$ cat src/rtl/icache_direct.sv
// Direct-mapped, one-word-per-block instruction cache.
// Serves fetch-stage lookups and fills misses through the arbiter port.
module icache_direct #(
  parameter int NSETS  = 16,
  parameter int WORD_W = 32
) (
  input  logic              CLK,
  input  logic              nRST,
  input  logic              imemREN,
  input  logic [WORD_W-1:0] imemaddr,
  input  logic              halt,
  output logic              ihit,
  output logic [WORD_W-1:0] imemload,
  output logic              iREN,
  output logic [WORD_W-1:0] iaddr,
  input  logic              iwait,
  input  logic [WORD_W-1:0] iload
);

  localparam int IDX_W = $clog2(NSETS);
  localparam int TAG_W = WORD_W - IDX_W - 2;

  typedef enum logic {
    IDLE,
    FETCH
  } state_t;

  state_t state, next_state;

  logic [WORD_W-1:0] miss_addr;
  logic [NSETS-1:0]  valid;
  logic [TAG_W-1:0]  tags [NSETS];
  logic [WORD_W-1:0] data [NSETS];

  logic [IDX_W-1:0] index;
  logic [TAG_W-1:0] tag;
  logic [IDX_W-1:0] fill_idx;
  logic [TAG_W-1:0] fill_tag;
  logic             match;
  logic             fill;
  logic             start;

  assign index    = imemaddr[IDX_W+1:2];
  assign tag      = imemaddr[WORD_W-1:IDX_W+2];
  assign fill_idx = miss_addr[IDX_W+1:2];
  assign fill_tag = miss_addr[WORD_W-1:IDX_W+2];
  assign match    = valid[index] && (tags[index] == tag);

  always_comb begin
    next_state = state;
    ihit       = 1'b0;
    imemload   = '0;
    iREN       = 1'b0;
    iaddr      = '0;
    fill       = 1'b0;
    start      = 1'b0;
    unique case (state)
      IDLE: begin
        ihit = imemREN && match;
        if (ihit) imemload = data[index];
        if (imemREN && !match && !halt) begin
          start      = 1'b1;
          next_state = FETCH;
        end
      end
      FETCH: begin
        // fill runs to completion even if the PC is redirected
        iREN  = 1'b1;
        iaddr = miss_addr;
        if (!iwait) begin
          fill       = 1'b1;
          next_state = IDLE;
        end
      end
      default: next_state = IDLE;
    endcase
  end

  always_ff @(posedge CLK or negedge nRST) begin
    if (!nRST) begin
      state     <= IDLE;
      miss_addr <= '0;
    end else begin
      state <= next_state;
      if (start) miss_addr <= imemaddr & ~WORD_W'(3);
    end
  end

  always_ff @(posedge CLK or negedge nRST) begin
    if (!nRST) begin
      valid <= '0;
      for (int i = 0; i < NSETS; i++) begin
        tags[i] <= '0;
        data[i] <= '0;
      end
    end else if (fill) begin
      valid[fill_idx] <= 1'b1;
      tags[fill_idx]  <= fill_tag;
      data[fill_idx]  <= iload;
    end
  end

endmodule
$ cat config.mk
export PLATFORM = sky130hd
export DESIGN_NAME = icache_direct
export DESIGN_NICKNAME = d
export VERILOG_FILES = /design/src/rtl/icache_direct.sv
export SDC_FILE = /design/constraint.sdc
export NUM_CORES = 1
export LEC_CHECK = 0
export ABC_AREA = 0
export CAP_MARGIN = 20
export CELL_PAD_IN_SITES_DETAIL_PLACEMENT = 2
export CELL_PAD_IN_SITES_GLOBAL_PLACEMENT = 2
export CORE_MARGIN = 4
export CORE_UTILIZATION = 50
export CTS_BUF_LIST = sky130_fd_sc_hd__clkbuf_4 sky130_fd_sc_hd__clkbuf_8 sky130_fd_sc_hd__clkbuf_16
export DETAILED_ROUTE_END_ITERATION = 12
export PLACE_DENSITY = 0.94
export REMOVE_ABC_BUFFERS = 1
export SYNTH_ARGS = -nofsm -noshare
export SYNTH_HDL_FRONTEND = slang
export SYNTH_SLANG_ARGS = --single-unit
$ cat constraint.sdc
create_clock -name CLK -period 11 [get_ports CLK]
set_clock_uncertainty 0.05 [all_clocks]
set_input_delay 1.65 -clock CLK [delete_from_list [all_inputs] [get_ports CLK]]
set_output_delay 1.65 -clock CLK [all_outputs]
set_load 0.02 [all_outputs]
==> results.rst, run 1 <==
.. list-table::
   :header-rows: 1

   * - Metric
     - Value
   * - Max FO, Critical Path
     - 54
   * - Clock sink count
     - 975
   * - Switch Pwr
     - 0.004336 W
   * - Routability congestion estimate
     - 0.7344
   * - Number of instances in the synthesized netlist
     - 2786
   * - Category of the critical setup timing path
     - primary input to output pin
   * - First-iteration detailed-routing DRC count
     - 2198
   * - Number of buffers inserted for hold repair after clock tree synthesis
     - 0
   * - Worst IR Drop VDD
     - 149.5 uV
   * - Netlist area before placement
     - 44590 um2
   * - Post-synth ARST share
     - 1.000
   * - Part of the total power dissipated in the clock network
     - 0.284
   * - Post-CTS setup buffer count
     - 0
   * - Path type of the worst min-delay path
     - flop to flop
   * - Sort of element at the start of the critical path
     - primary input
   * - Via count
     - 27.48k
   * - Placement row count
     - 109
   * - Detailed-route vias per instance
     - 6.741
   * - Share of total power in combinational logic
     - 0.243
   * - Outcome
     - finished clean
   * - Internal power
     - 0.009073 W
   * - Worst setup slack before clock tree synthesis
     - 2.787 ns
   * - Register bit count reported by yosys
     - 975
   * - Overall Power
     - 0.01341 W
   * - Global route overflow
     - 0
   * - Latest clock arrival within the worst-skew pair
     - 0.70 ns
   * - Number of iterations in the first detailed-routing pass
     - 5
   * - Final period util
     - 0.7697
   * - Sum Neg Setup Slack
     - 0 ns
   * - Min Tclk post-route
     - 8.467 ns
   * - Distinct cell type count of the synthesized netlist
     - 59
   * - Final core area utilization
     - 0.5705
   * - Sequential cell fraction of total power
     - 0.473
   * - Startpoint of the worst register-to-register path
     - state
   * - Cell seen most often among critical-path stages
     - sky130_fd_sc_hd__buf_4
   * - Worst Path Buf+Inv
     - 4
   * - Cts bufs inserted
     - 105
   * - P per Cell Area
     - 266.0 nW/um2
   * - Transition time at the pin with the least slew margin
     - 1.215 ns
   * - Worst hold slack across all endpoints
     - 0.4141 ns
   * - Worst Hold Endpoint
     - valid[3]
   * - Initial antenna violation count
     - 9
   * - Worst path slowest cell
     - sky130_fd_sc_hd__buf_4
   * - Critical Path RT
     - 9.30 ns
   * - Cells resized by post-CTS repair
     - 0
   * - Fraction of layout cells with a size suffix above 1
     - 0.5105
   * - Headroom to the max-slew limit
     - 0.1898
   * - Worst Reg2Reg Path Length in Cells
     - 6
   * - Setup repair after global routing missed its margin
     - false
   * - Primary flip-flop cell chosen by synthesis mapping
     - sky130_fd_sc_hd__dfrtp_1
   * - Maximum number of pins on one net before global-route repair
     - 191
   * - Cell type group with the largest total delay on the critical path
     - buffers and inverters
   * - Final #Nets
     - 2891
   * - Clk root buf
     - sky130_fd_sc_hd__clkbuf_16
   * - Clock tree from TritonCTS
     - built
   * - Crit path arrival time
     - 6.77 ns
   * - Number of synthesized flops with an enable pin
     - 0
   * - Yosys warning count
     - 0
   * - Depth of the worst hold-timing path
     - 1
   * - Height of the die
     - 306.6 um
   * - Synthesized area per cell
     - 16.01 um2
   * - Die X-Extent
     - 306.6 um
   * - Area grow syn2layout
     - 13.06%
   * - Critical-path cell list
     - buf_4 > buf_4 > mux4_2 > a22o_1 > a221oi_1 > xor2_1 > nand4_1 > nor4_2 > nand4b_1 > buf_4 > nor2b_1 > clkdlybuf4s50_1
   * - Starting utilization of the core area
     - 0.5046
   * - Worst Setup End Kind
     - output pin
   * - Top-level I/O count
     - 135
   * - Min-delay src
     - valid[3]
   * - Switching power share of the total
     - 0.3233
   * - Worst reg2reg endpoint
     - data[277]
   * - Maximum cell stage delay along the critical path
     - 0.72 ns
   * - Placeable core area
     - 88370 um2
   * - Final critical-path setup slack
     - 2.533 ns
   * - R2r setup slk
     - 6.82 ns
   * - Leakage power total
     - 23.19 nW
   * - Max Slew Vio Count
     - 0
   * - Most common cell after layout, fill and taps aside
     - sky130_fd_sc_hd__dfrtp_1
   * - H-tree Lvls
     - 3
   * - Wire length of the first global-routing pass
     - 244000 um
   * - Global router's overall resource usage
     - 0.3554
   * - Final Routed Wirelength
     - 168300 um
   * - Dpl hpwl
     - 85560 um
   * - Path length in cells of the critical path
     - 12
   * - Total die area
     - 94030 um2
   * - Clock slew at reported path FFs
     - 0.06 ns
   * - Final Hold Violating Endpoints
     - 0
   * - Max Fclk
     - 118.1 MHz
   * - Port-buffer cells
     - 130
   * - Clock tree buffer depth
     - 3
   * - Average detailed-routed wire length per instance
     - 41.27 um
   * - Most used cells in the layout excluding fill and tap cells
     - sky130_fd_sc_hd__dfrtp_1 (974), sky130_fd_sc_hd__mux2_2 (929), sky130_fd_sc_hd__mux4_2 (243), sky130_fd_sc_hd__clkdlybuf4s50_1 (125), sky130_fd_sc_hd__clkbuf_16 (106)
   * - Max Cap Violations
     - 0
   * - Number of global-route vias before repair
     - 32.61k
   * - Number of remaining DRC errors
     - 0
   * - Final setup violation count
     - 0
   * - Sequential element share of the synthesized area
     - 0.5472
   * - Post-detailed-route count of antenna-violating nets
     - 0
registers in the layout, summed over array words and instances (netlist names):
register / cells
valid: 16
miss_addr: 30
data: 512
state: 1
tags: 416
synth_stat cells (3+ instances only):
master | n | area, um2
sky130_fd_sc_hd__dfrtp_1 | 975 | 24400
sky130_fd_sc_hd__mux2_2 | 929 | 10460
sky130_fd_sc_hd__mux4_2 | 243 | 5473
sky130_fd_sc_hd__clkbuf_1 | 118 | 442.9
sky130_fd_sc_hd__mux2i_1 | 75 | 750.7
sky130_fd_sc_hd__buf_1 | 74 | 277.8
sky130_fd_sc_hd__nor2b_1 | 40 | 250.2
sky130_fd_sc_hd__buf_2 | 37 | 185.2
sky130_fd_sc_hd__and2_1 | 35 | 219.0
sky130_fd_sc_hd__mux2_4 | 29 | 435.4
sky130_fd_sc_hd__a22oi_1 | 22 | 165.2
sky130_fd_sc_hd__nand2_1 | 18 | 67.56
sky130_fd_sc_hd__nand3_1 | 14 | 70.07
sky130_fd_sc_hd__nor4_1 | 13 | 81.33
sky130_fd_sc_hd__xnor2_1 | 13 | 113.9
sky130_fd_sc_hd__nand2b_1 | 12 | 75.07
sky130_fd_sc_hd__and3_1 | 10 | 62.56
sky130_fd_sc_hd__buf_4 | 9 | 67.56
sky130_fd_sc_hd__buf_6 | 9 | 101.4
sky130_fd_sc_hd__nand4_1 | 9 | 56.30
sky130_fd_sc_hd__a211o_1 | 8 | 70.07
sky130_fd_sc_hd__and4_1 | 8 | 70.07
sky130_fd_sc_hd__nor3_1 | 8 | 40.04
sky130_fd_sc_hd__or2_2 | 7 | 43.79
sky130_fd_sc_hd__inv_1 | 6 | 22.52
sky130_fd_sc_hd__a221oi_1 | 5 | 43.79
sky130_fd_sc_hd__a21oi_1 | 4 | 20.02
sky130_fd_sc_hd__nand4b_1 | 4 | 35.03
sky130_fd_sc_hd__a2111oi_0 | 3 | 26.28
sky130_fd_sc_hd__a2111oi_2 | 3 | 45.04
sky130_fd_sc_hd__nor2_1 | 3 | 11.26
sky130_fd_sc_hd__o21ai_0 | 3 | 15.01
sky130_fd_sc_hd__xor2_1 | 3 | 26.28
per-layer routing:
| metal | vias up | share of wire | global-route usage |
|---|---|---|---|
| met4 | 4 | 0.053 | 0.1758 |
| met3 | 547 | 0.055 | 0.06460 |
| met5 | - | 0.00017 | 0 |
| met1 | 15165 | 0.37 | 0.4223 |
| li1 | 10456 | - | - |
| met2 | 1310 | 0.52 | 0.6241 |
layout make-up:
| cell class | instances | area [um2] |
|---|---|---|
| Antenna cell | 3 | 7.507 |
| Sequential cell | 975 | 24400 |
| Fill cell | 7386 | 37960 |
| Clock inverter | 42 | 473.0 |
| Clock buffer | 152 | 3129 |
| Multi-Input combinational cell | 1556 | 19160 |
| Tap cell | 1165 | 1458 |
| Inverter | 6 | 25.02 |
| Timing Repair Buffer | 178 | 1767 |
power by group through the flow:
| stage | combinational, W | clock, W | sequential, W |
|---|---|---|---|
| floorplan | 0.00219 | 0 | 0.00557 |
| CTS | 0.00324 | 0.00383 | 0.00627 |
| global placement | 0.00264 | 0 | 0.00571 |
| detailed placement | 0.00302 | 0 | 0.00612 |
| finish | 0.00326 | 0.00381 | 0.00634 |
| global route | 0.00341 | 0.00401 | 0.00641 |
kinds of logic (layout without fill, tap and decap cells):
group,Yosys count,in the layout,share of synthesized area
xor+xnor,16,16,0.003143
compound gates,66,66,0.01280
simple gates,196,196,0.02716
flops,975,975,0.5472
other cells,1,5,0.00008410
buf+inv,256,378,0.02573
mux,1276,1276,0.3839
how the worst max path moves through the flow:
stage / start / endpoint / slack, ns
floorplan: iwait / data[100] / 2.70
global placement: imemaddr[4] / imemload[31] / 3.10
detailed placement: imemaddr[4] / imemload[9] / 2.79
CTS: imemaddr[4] / imemload[9] / 2.66
global route: imemaddr[4] / imemload[17] / 2.51
finish: imemaddr[5] / imemload[9] / 2.53
worst register-to-register path: cells and delay by family, from the launching register on:
family | cells | cell delay [ns]
AND/OR/NAND/NOR | 3 | 1.69
multiplexers | 1 | 0.49
buffers and inverters | 2 | 1.47
flip-flops | 1 | 0.34
per-stage QoR:
stage               cell area (um2)  cells
finish                        50410   4077
global route                  50410   4077
CTS                           50320   4070
detailed placement            46720   3876
global placement              46720   3876
floorplan                     43470   2537
(Power assumes the default switching activity.)
==> inputs of run 2 (changes only) <==
CORE_UTILIZATION = 46   (was 50)
PLACE_DENSITY = 0.88   (was 0.94)
clock period = 8.3 ns   (was 11 ns; I/O delays follow)
==> run 2 against run 1 <==
Worst hold slack improved by 0.0091 ns. Critical path depth is the same. Combinational power rose by 28%. Setup slack worse by 1.9 ns. Sequential power increased by 30%. Wire length is 5.2% lower. Largest cell class unchanged. Highest routed layer unchanged.
==> results.rst, run 2 (synthesized netlist as in run 1, its figures left out) <==
.. list-table::
   :header-rows: 1

   * - Metric
     - Value
   * - Most used cells in the layout excluding fill and tap cells
     - sky130_fd_sc_hd__dfrtp_1 (974), sky130_fd_sc_hd__mux2_2 (929), sky130_fd_sc_hd__mux4_2 (243), sky130_fd_sc_hd__clkdlybuf4s50_1 (125), sky130_fd_sc_hd__clkbuf_16 (108)
   * - Number of buffers inserted for hold repair after clock tree synthesis
     - 0 (unchanged)
   * - Worst setup slack before clock tree synthesis
     - 0.9475 ns (-1.839 ns)
   * - Min Tclk post-route
     - 7.655 ns
   * - Worst Setup End Kind
     - output pin
   * - Worst reg2reg endpoint
     - data[69]
   * - Headroom to the max-slew limit
     - 0.1727 (-0.01711)
   * - Cts bufs inserted
     - 105 (unchanged)
   * - Final setup violation count
     - 0 (unchanged)
   * - Biggest registers after layout
     - data x512, tags x416, miss_addr x30
   * - Top-level I/O count
     - 135 (unchanged)
   * - Category of the critical setup timing path
     - primary input to output pin
   * - Path type of the worst min-delay path
     - flop to flop
   * - Sort of element at the start of the critical path
     - primary input
   * - Worst Reg2Reg Path Length in Cells
     - 6 (unchanged)
   * - Detailed-route vias per instance
     - 6.488 (-3.7%)
   * - Setup repair after global routing missed its margin
     - false
   * - Worst hold slack across all endpoints
     - 0.4232 ns (+0.009129 ns)
   * - First-iteration detailed-routing DRC count
     - 2287 (+4.0%)
   * - Cells resized by post-CTS repair
     - 0 (unchanged)
   * - Clock tree from TritonCTS
     - built
   * - Max Cap Violations
     - 0 (unchanged)
   * - Leakage power total
     - 23.20 nW (about the same)
   * - Clk root buf
     - sky130_fd_sc_hd__clkbuf_16
   * - Max FO, Critical Path
     - 80 (+48%)
   * - Routability congestion estimate
     - 0.7461 (+1.6%)
   * - Post-CTS setup buffer count
     - 0 (unchanged)
   * - Final #Nets
     - 2890 (-0.035%)
   * - Outcome
     - finished clean
   * - Average detailed-routed wire length per instance
     - 38.23 um (-7.4%)
   * - Max FFs per register
     - 512 (unchanged)
   * - Global route overflow
     - 0 (unchanged)
   * - Final core area utilization
     - 0.5288 (-0.04169)
   * - Worst Hold Endpoint
     - valid[3]
   * - Number of remaining DRC errors
     - 0 (unchanged)
   * - Layout Cell Area excl Fill
     - 50540 um2 (+0.25%)
   * - Max Fclk
     - 130.6 MHz
   * - Maximum number of pins on one net before global-route repair
     - 191 (unchanged)
   * - Footprint of the multi-input gates
     - 19160 um2 (unchanged)
   * - Wire length of the first global-routing pass
     - 235900 um (-3.3%)
   * - Depth of the worst hold-timing path
     - 1 (unchanged)
   * - Port-buffer cells
     - 130 (unchanged)
   * - Transition time at the pin with the least slew margin
     - 1.241 ns (+0.02567 ns)
   * - Final Hold Violating Endpoints
     - 0 (unchanged)
   * - Fraction of layout cells with a size suffix above 1
     - 0.5095 (-0.001012)
   * - Crit path arrival time
     - 6.36 ns (-0.41 ns)
   * - H-tree Lvls
     - 3 (unchanged)
   * - Sum Neg Setup Slack
     - 0 ns (unchanged)
   * - Register containing the most flip-flops in the final layout
     - data
   * - Startpoint of the worst register-to-register path
     - state
   * - Post-detailed-route count of antenna-violating nets
     - 0 (unchanged)
   * - Final period util
     - 0.9223
   * - Die X-Extent
     - 319.4 um (+4.1%)
   * - Latest clock arrival within the worst-skew pair
     - 0.73 ns (+0.03 ns)
   * - Number of iterations in the first detailed-routing pass
     - 5 (unchanged)
   * - Placeable core area
     - 95580 um2 (+8.1%)
   * - Sequential cell area
     - 24400 um2 (unchanged)
   * - Worst IR Drop VDD
     - 183.8 uV (+23%)
   * - R2r setup slk
     - 3.89 ns (-2.93 ns)
   * - Number of global-route vias before repair
     - 31.80k (-2.5%)
   * - Via count
     - 27.07k (-1.5%)
   * - Standard cell area after detailed placement
     - 46910 um2 (+0.41%)
   * - Most common cell after layout, fill and taps aside
     - sky130_fd_sc_hd__dfrtp_1
   * - Dpl hpwl
     - 79830 um (-6.7%)
   * - Initial antenna violation count
     - 11 (+2)
   * - Critical Path RT
     - 7.01 ns (-2.29 ns)
   * - Total die area
     - 102000 um2 (+8.5%)
   * - Placement row count
     - 113 (+3.7%)
   * - Min-delay src
     - valid[3]
   * - Clock sink count
     - 975 (unchanged)
   * - Filler cell count
     - 8354 (+13%)
   * - Final critical-path setup slack
     - 0.6446 ns (-1.888 ns)
   * - Max Slew Vio Count
     - 0 (unchanged)
   * - Clock slew at reported path FFs
     - 0.06 ns (about the same)
   * - Height of the die
     - 319.4 um (+4.1%)
   * - Final Routed Wirelength
     - 159500 um (-5.2%)
   * - Global router's overall resource usage
     - 0.3109 (-0.04445)
   * - Starting utilization of the core area
     - 0.4666 (-0.03802)
   * - Clock tree buffer depth
     - 3 (unchanged)
   * - P per Cell Area
     - 345.8 nW/um2 (+30%)
   * - Area grow syn2layout
     - 13.34%
run 2: worst max path at each step:
| stage | startpoint | endpoint | cells past startpoint |
|---|---|---|---|
| floorplan | iwait | data[100] | 3 |
| global placement | imemaddr[4] | imemload[29] | 12 |
| detailed placement | imemaddr[4] | imemload[23] | 12 |
| CTS | imemaddr[4] | imemload[10] | 12 |
| global route | imemaddr[4] | imemload[10] | 12 |
| finish | imemaddr[4] | imemload[10] | 12 |
run 2: worst max-delay path, cell delays in order:
cell                              delay, ns
sky130_fd_sc_hd__buf_8                 0.67
sky130_fd_sc_hd__buf_4                 0.81
sky130_fd_sc_hd__buf_4                 0.55
sky130_fd_sc_hd__and4b_1               0.28
sky130_fd_sc_hd__nor4_1                0.45
sky130_fd_sc_hd__nand3_1               0.21
sky130_fd_sc_hd__o2111ai_1             0.29
sky130_fd_sc_hd__nor4_2                0.16
sky130_fd_sc_hd__nand4b_1              0.14
sky130_fd_sc_hd__buf_4                 0.58
sky130_fd_sc_hd__nor2b_1               0.17
sky130_fd_sc_hd__clkdlybuf4s50_1       0.61
run 2: routing by layer:
layer | share of wire | up-vias | global-route usage | wire length, um
met1 | 0.39 | 15113 | 0.3911 | 62800
met5 | 0.00034 | - | 0 | 55
met2 | 0.51 | 1113 | 0.5395 | 82020
li1 | - | 10438 | - | -
met4 | 0.040 | 8 | 0.1259 | 6318
met3 | 0.052 | 397 | 0.04845 | 8312
run 2: layout make-up:
type | instances | share of cell area
tap | 1265 | 0.03132
clock buffer | 158 | 0.06412
clock inverter | 31 | 0.006982
timing repair buffer | 177 | 0.03506
multi-input combinational | 1556 | 0.3790
inverter | 6 | 0.0004951
sequential | 975 | 0.4828
antenna | 4 | 0.0001981
run 2: report_power, final:
part	switching [W]	internal (W)	leakage, nW
Combinational	0.00172	0.00246	8.57
Clock	0.00214	0.00290	1.81
Sequential	0.00157	0.00668	12.8
run 2: stage by stage:
stage / std cells / power, W
2_1_floorplan: 2537 / 0.01028
3_5_place_dp: 3978 / 0.01193
4_1_cts: 4167 / 0.01747
3_3_place_gp: 3978 / 0.01108
5_1_grt: 4169 / 0.01811
6_report: 4172 / 0.01747
==> inputs of run 3 (changes only) <==
clock period = 8.7 ns   (was 8.3 ns; I/O delays follow)
==> run 3 against run 2 <==
Flip-flop and latch count unchanged. Sequential share of layout area decreased by 0.18 points. Non-clock buffer count grew 3. Highest routed layer unchanged. Clock-buffer cell count fell by 7. Die area unchanged. Critical endpoint is now imemload[16]. First-iteration DRC count up 12%. Wire length grew 0.27%.
==> results.rst, run 3 (synthesized netlist as in run 1, its figures left out) <==
.. list-table::
   :header-rows: 1

   * - Metric
     - Value
   * - Transition time at the pin with the least slew margin
     - 1.181 ns (-0.05948 ns)
   * - Sequential cell area
     - 24400 um2 (unchanged)
   * - Part of the total power dissipated in the clock network
     - 0.295 (+0.007)
   * - Post-CTS setup buffer count
     - 0 (unchanged)
   * - Max Cap Violations
     - 0 (unchanged)
   * - Biggest registers after layout
     - data x512, tags x416, miss_addr x30
   * - Global route overflow
     - 0 (unchanged)
   * - Outcome
     - finished clean
   * - Number of buffers inserted for hold repair after clock tree synthesis
     - 0 (unchanged)
   * - Critical Path RT
     - 7.34 ns (+0.33 ns)
   * - Final Routed Wirelength
     - 159900 um (+0.27%)
   * - Wire length of the first global-routing pass
     - 237400 um (+0.66%)
   * - Worst setup slack before clock tree synthesis
     - 0.5843 ns (-0.3633 ns)
   * - Total die area
     - 102000 um2 (unchanged)
   * - First-iteration detailed-routing DRC count
     - 2569 (+12%)
   * - Category of the critical setup timing path
     - primary input to output pin
   * - Headroom to the max-slew limit
     - 0.2124 (+0.03965)
   * - Maximum number of pins on one net before global-route repair
     - 209 (+9.4%)
   * - Max FO, Critical Path
     - 98 (+23%)
   * - Top-level I/O count
     - 135 (unchanged)
   * - Number of remaining DRC errors
     - 0 (unchanged)
   * - Sort of element at the start of the critical path
     - primary input
   * - Critical-path cell list
     - buf_8 > buf_12 > nor2b_1 > a221oi_1 > o21ai_1 > a21boi_0 > o21ai_1 > nor4_2 > nand4b_1 > buf_4 > nor2b_1 > clkdlybuf4s50_1
   * - Cts bufs inserted
     - 105 (unchanged)
   * - Sequential cell fraction of total power
     - 0.468 (-0.004)
   * - Placeable core area
     - 95580 um2 (unchanged)
   * - Max FFs per register
     - 512 (unchanged)
   * - Latest clock arrival within the worst-skew pair
     - 0.71 ns (-0.02 ns)
   * - Switch Pwr
     - 0.005227 W (-3.7%)
   * - Number of global-route vias before repair
     - 31.73k (-0.20%)
   * - Port-buffer cells
     - 130 (unchanged)
   * - Final period util
     - 0.9643
   * - H-tree Lvls
     - 3 (unchanged)
   * - Routability congestion estimate
     - 0.7469 (+0.11%)
   * - Final #Nets
     - 2893 (+0.10%)
   * - Leakage power total
     - 23.28 nW (+0.34%)
   * - Height of the die
     - 319.4 um (unchanged)
   * - Filler cell count
     - 8257 (-1.2%)
   * - Cells resized by post-CTS repair
     - 0 (unchanged)
   * - Initial antenna violation count
     - 8 (-3)
   * - Internal power
     - 0.01166 W (-3.2%)
   * - Worst path slowest cell
     - sky130_fd_sc_hd__nand4b_1
   * - Maximum cell stage delay along the critical path
     - 0.99 ns (+0.18 ns)
   * - Setup repair after global routing missed its margin
     - false
   * - Clock sink count
     - 975 (unchanged)
   * - Placement row count
     - 113 (unchanged)
   * - Max Slew Vio Count
     - 0 (unchanged)
   * - Clk root buf
     - sky130_fd_sc_hd__clkbuf_16
   * - Clock tree buffer depth
     - 3 (unchanged)
   * - Clock slew at reported path FFs
     - 0.06 ns (about the same)
   * - Worst IR Drop VDD
     - 160.4 uV (-13%)
   * - Starting utilization of the core area
     - 0.4666 (unchanged)
   * - Min Tclk post-route
     - 8.389 ns
   * - Most common cell after layout, fill and taps aside
     - sky130_fd_sc_hd__dfrtp_1
   * - Worst Setup End Kind
     - output pin
   * - Dpl hpwl
     - 81410 um (+2.0%)
   * - Clock tree from TritonCTS
     - built
   * - Crit path arrival time
     - 7.03 ns (+0.67 ns)
   * - P per Cell Area
     - 333.0 nW/um2 (-3.7%)
   * - Sum Neg Setup Slack
     - 0 ns (unchanged)
   * - Register containing the most flip-flops in the final layout
     - data
   * - Die X-Extent
     - 319.4 um (unchanged)
   * - Fraction of layout cells with a size suffix above 1
     - 0.5110 (+0.001516)
   * - Post-detailed-route count of antenna-violating nets
     - 0 (unchanged)
   * - Number of iterations in the first detailed-routing pass
     - 5 (unchanged)
   * - Share of total power in combinational logic
     - 0.237 (-0.002)
   * - Most used cells in the layout excluding fill and tap cells
     - sky130_fd_sc_hd__dfrtp_1 (974), sky130_fd_sc_hd__mux2_2 (929), sky130_fd_sc_hd__mux4_2 (243), sky130_fd_sc_hd__clkdlybuf4s50_1 (125), sky130_fd_sc_hd__clkbuf_16 (108)
   * - Final Hold Violating Endpoints
     - 0 (unchanged)
   * - Path type of the worst min-delay path
     - flop to flop
   * - Detailed-route vias per instance
     - 6.446 (-0.66%)
   * - Max Fclk
     - 119.2 MHz
   * - Final core area utilization
     - 0.5308 (+0.002003)
   * - Via count
     - 26.97k (-0.37%)
   * - Average detailed-routed wire length per instance
     - 38.23 um (about the same)
   * - Footprint of the multi-input gates
     - 19160 um2 (about the same)
   * - Switching power share of the total
     - 0.3094 (-0.001244)
   * - Final critical-path setup slack
     - 0.3108 ns (-0.3338 ns)
   * - Area grow syn2layout
     - 13.77%
   * - Final setup violation count
     - 0 (unchanged)
   * - Global router's overall resource usage
     - 0.3143 (+0.003365)
==> run 3: changes by cell type in the layout (fill, tap and decap cells not counted) <==
cell	change
sky130_fd_sc_hd__bufinv_16	+7
sky130_fd_sc_hd__clkinv_2	+5
sky130_fd_sc_hd__buf_4	+4
sky130_fd_sc_hd__clkbuf_4	-4
sky130_fd_sc_hd__clkbuf_8	-3
sky130_fd_sc_hd__diode_2	+3
sky130_fd_sc_hd__buf_16	-1
sky130_fd_sc_hd__clkinv_4	+1
sky130_fd_sc_hd__nand2_4	-1
sky130_fd_sc_hd__nand2_8	+1
==> run 3: power groups by stage <==
| stage | sequential (W) | clock, W | combinational (W) |
|---|---|---|---|
| final | 0.00790 | 0.00499 | 0.00401 |
| after global routing | 0.00802 | 0.00527 | 0.00423 |
| after CTS | 0.00784 | 0.00505 | 0.00403 |
| after detailed placement | 0.00768 | 0 | 0.00375 |
| after global placement | 0.00722 | 0 | 0.00336 |
| after floorplan | 0.00705 | 0 | 0.00276 |
==> run 3: per-layer routing <==
layer,share of wire,up-vias,GRT usage,wire [um]
met2,0.52,980,0.5494,83150
met4,0.046,2,0.1396,7426
met1,0.39,15089,0.3856,61890
met3,0.047,412,0.05042,7463
met5,0.000081,-,0,13
li1,-,10486,-,-
==> run 3: final cells by class <==
cell class / count / share of cell area
antenna: 7 / 0.0003453
clock buffer: 151 / 0.06247
clock inverter: 44 / 0.01176
inverter: 6 / 0.0004933
multi-input combinational: 1556 / 0.3778
sequential: 975 / 0.4810
tap: 1265 / 0.03120
timing repair buffer: 180 / 0.03497
==> run 3: worst max-delay path, delay by kind of cell <==
kind	cells	cell delay, ns
AO/OA/AOI/OAI	4	1.18
AND/OR/NAND/NOR	4	2.17
buffers and inverters	4	2.22
==> run 3: final timing paths <==
| check | from | endpoint | slack (ns) | cells after the start |
|---|---|---|---|---|
| min in group asynchronous | nRST | tags[97] | 0.64 | 1 |
| max in group asynchronous | nRST | data[16] | 6.31 | 2 |
| worst min register to register | valid[7] | valid[7] | 0.42 | 1 |
| worst max-delay path | imemaddr[4] | imemload[16] | 0.31 | 12 |
| worst max register to register | state | tags[7] | 4.44 | 7 |
| worst min-delay path | valid[7] | valid[7] | 0.42 | 1 |
==> run 3: stage by stage <==
stage / total power [W] / hold slack (ns) / instance area, um2 / std cells
after floorplan: 0.009811 / 0.3787 / 43470 / 2537
after global placement: 0.01058 / 0.3939 / 46950 / 3982
after detailed placement: 0.01142 / 0.3977 / 46950 / 3982
after CTS: 0.01692 / 0.4190 / 50710 / 4177
after global routing: 0.01753 / 0.4506 / 50720 / 4180
final: 0.01689 / 0.4219 / 50730 / 4184
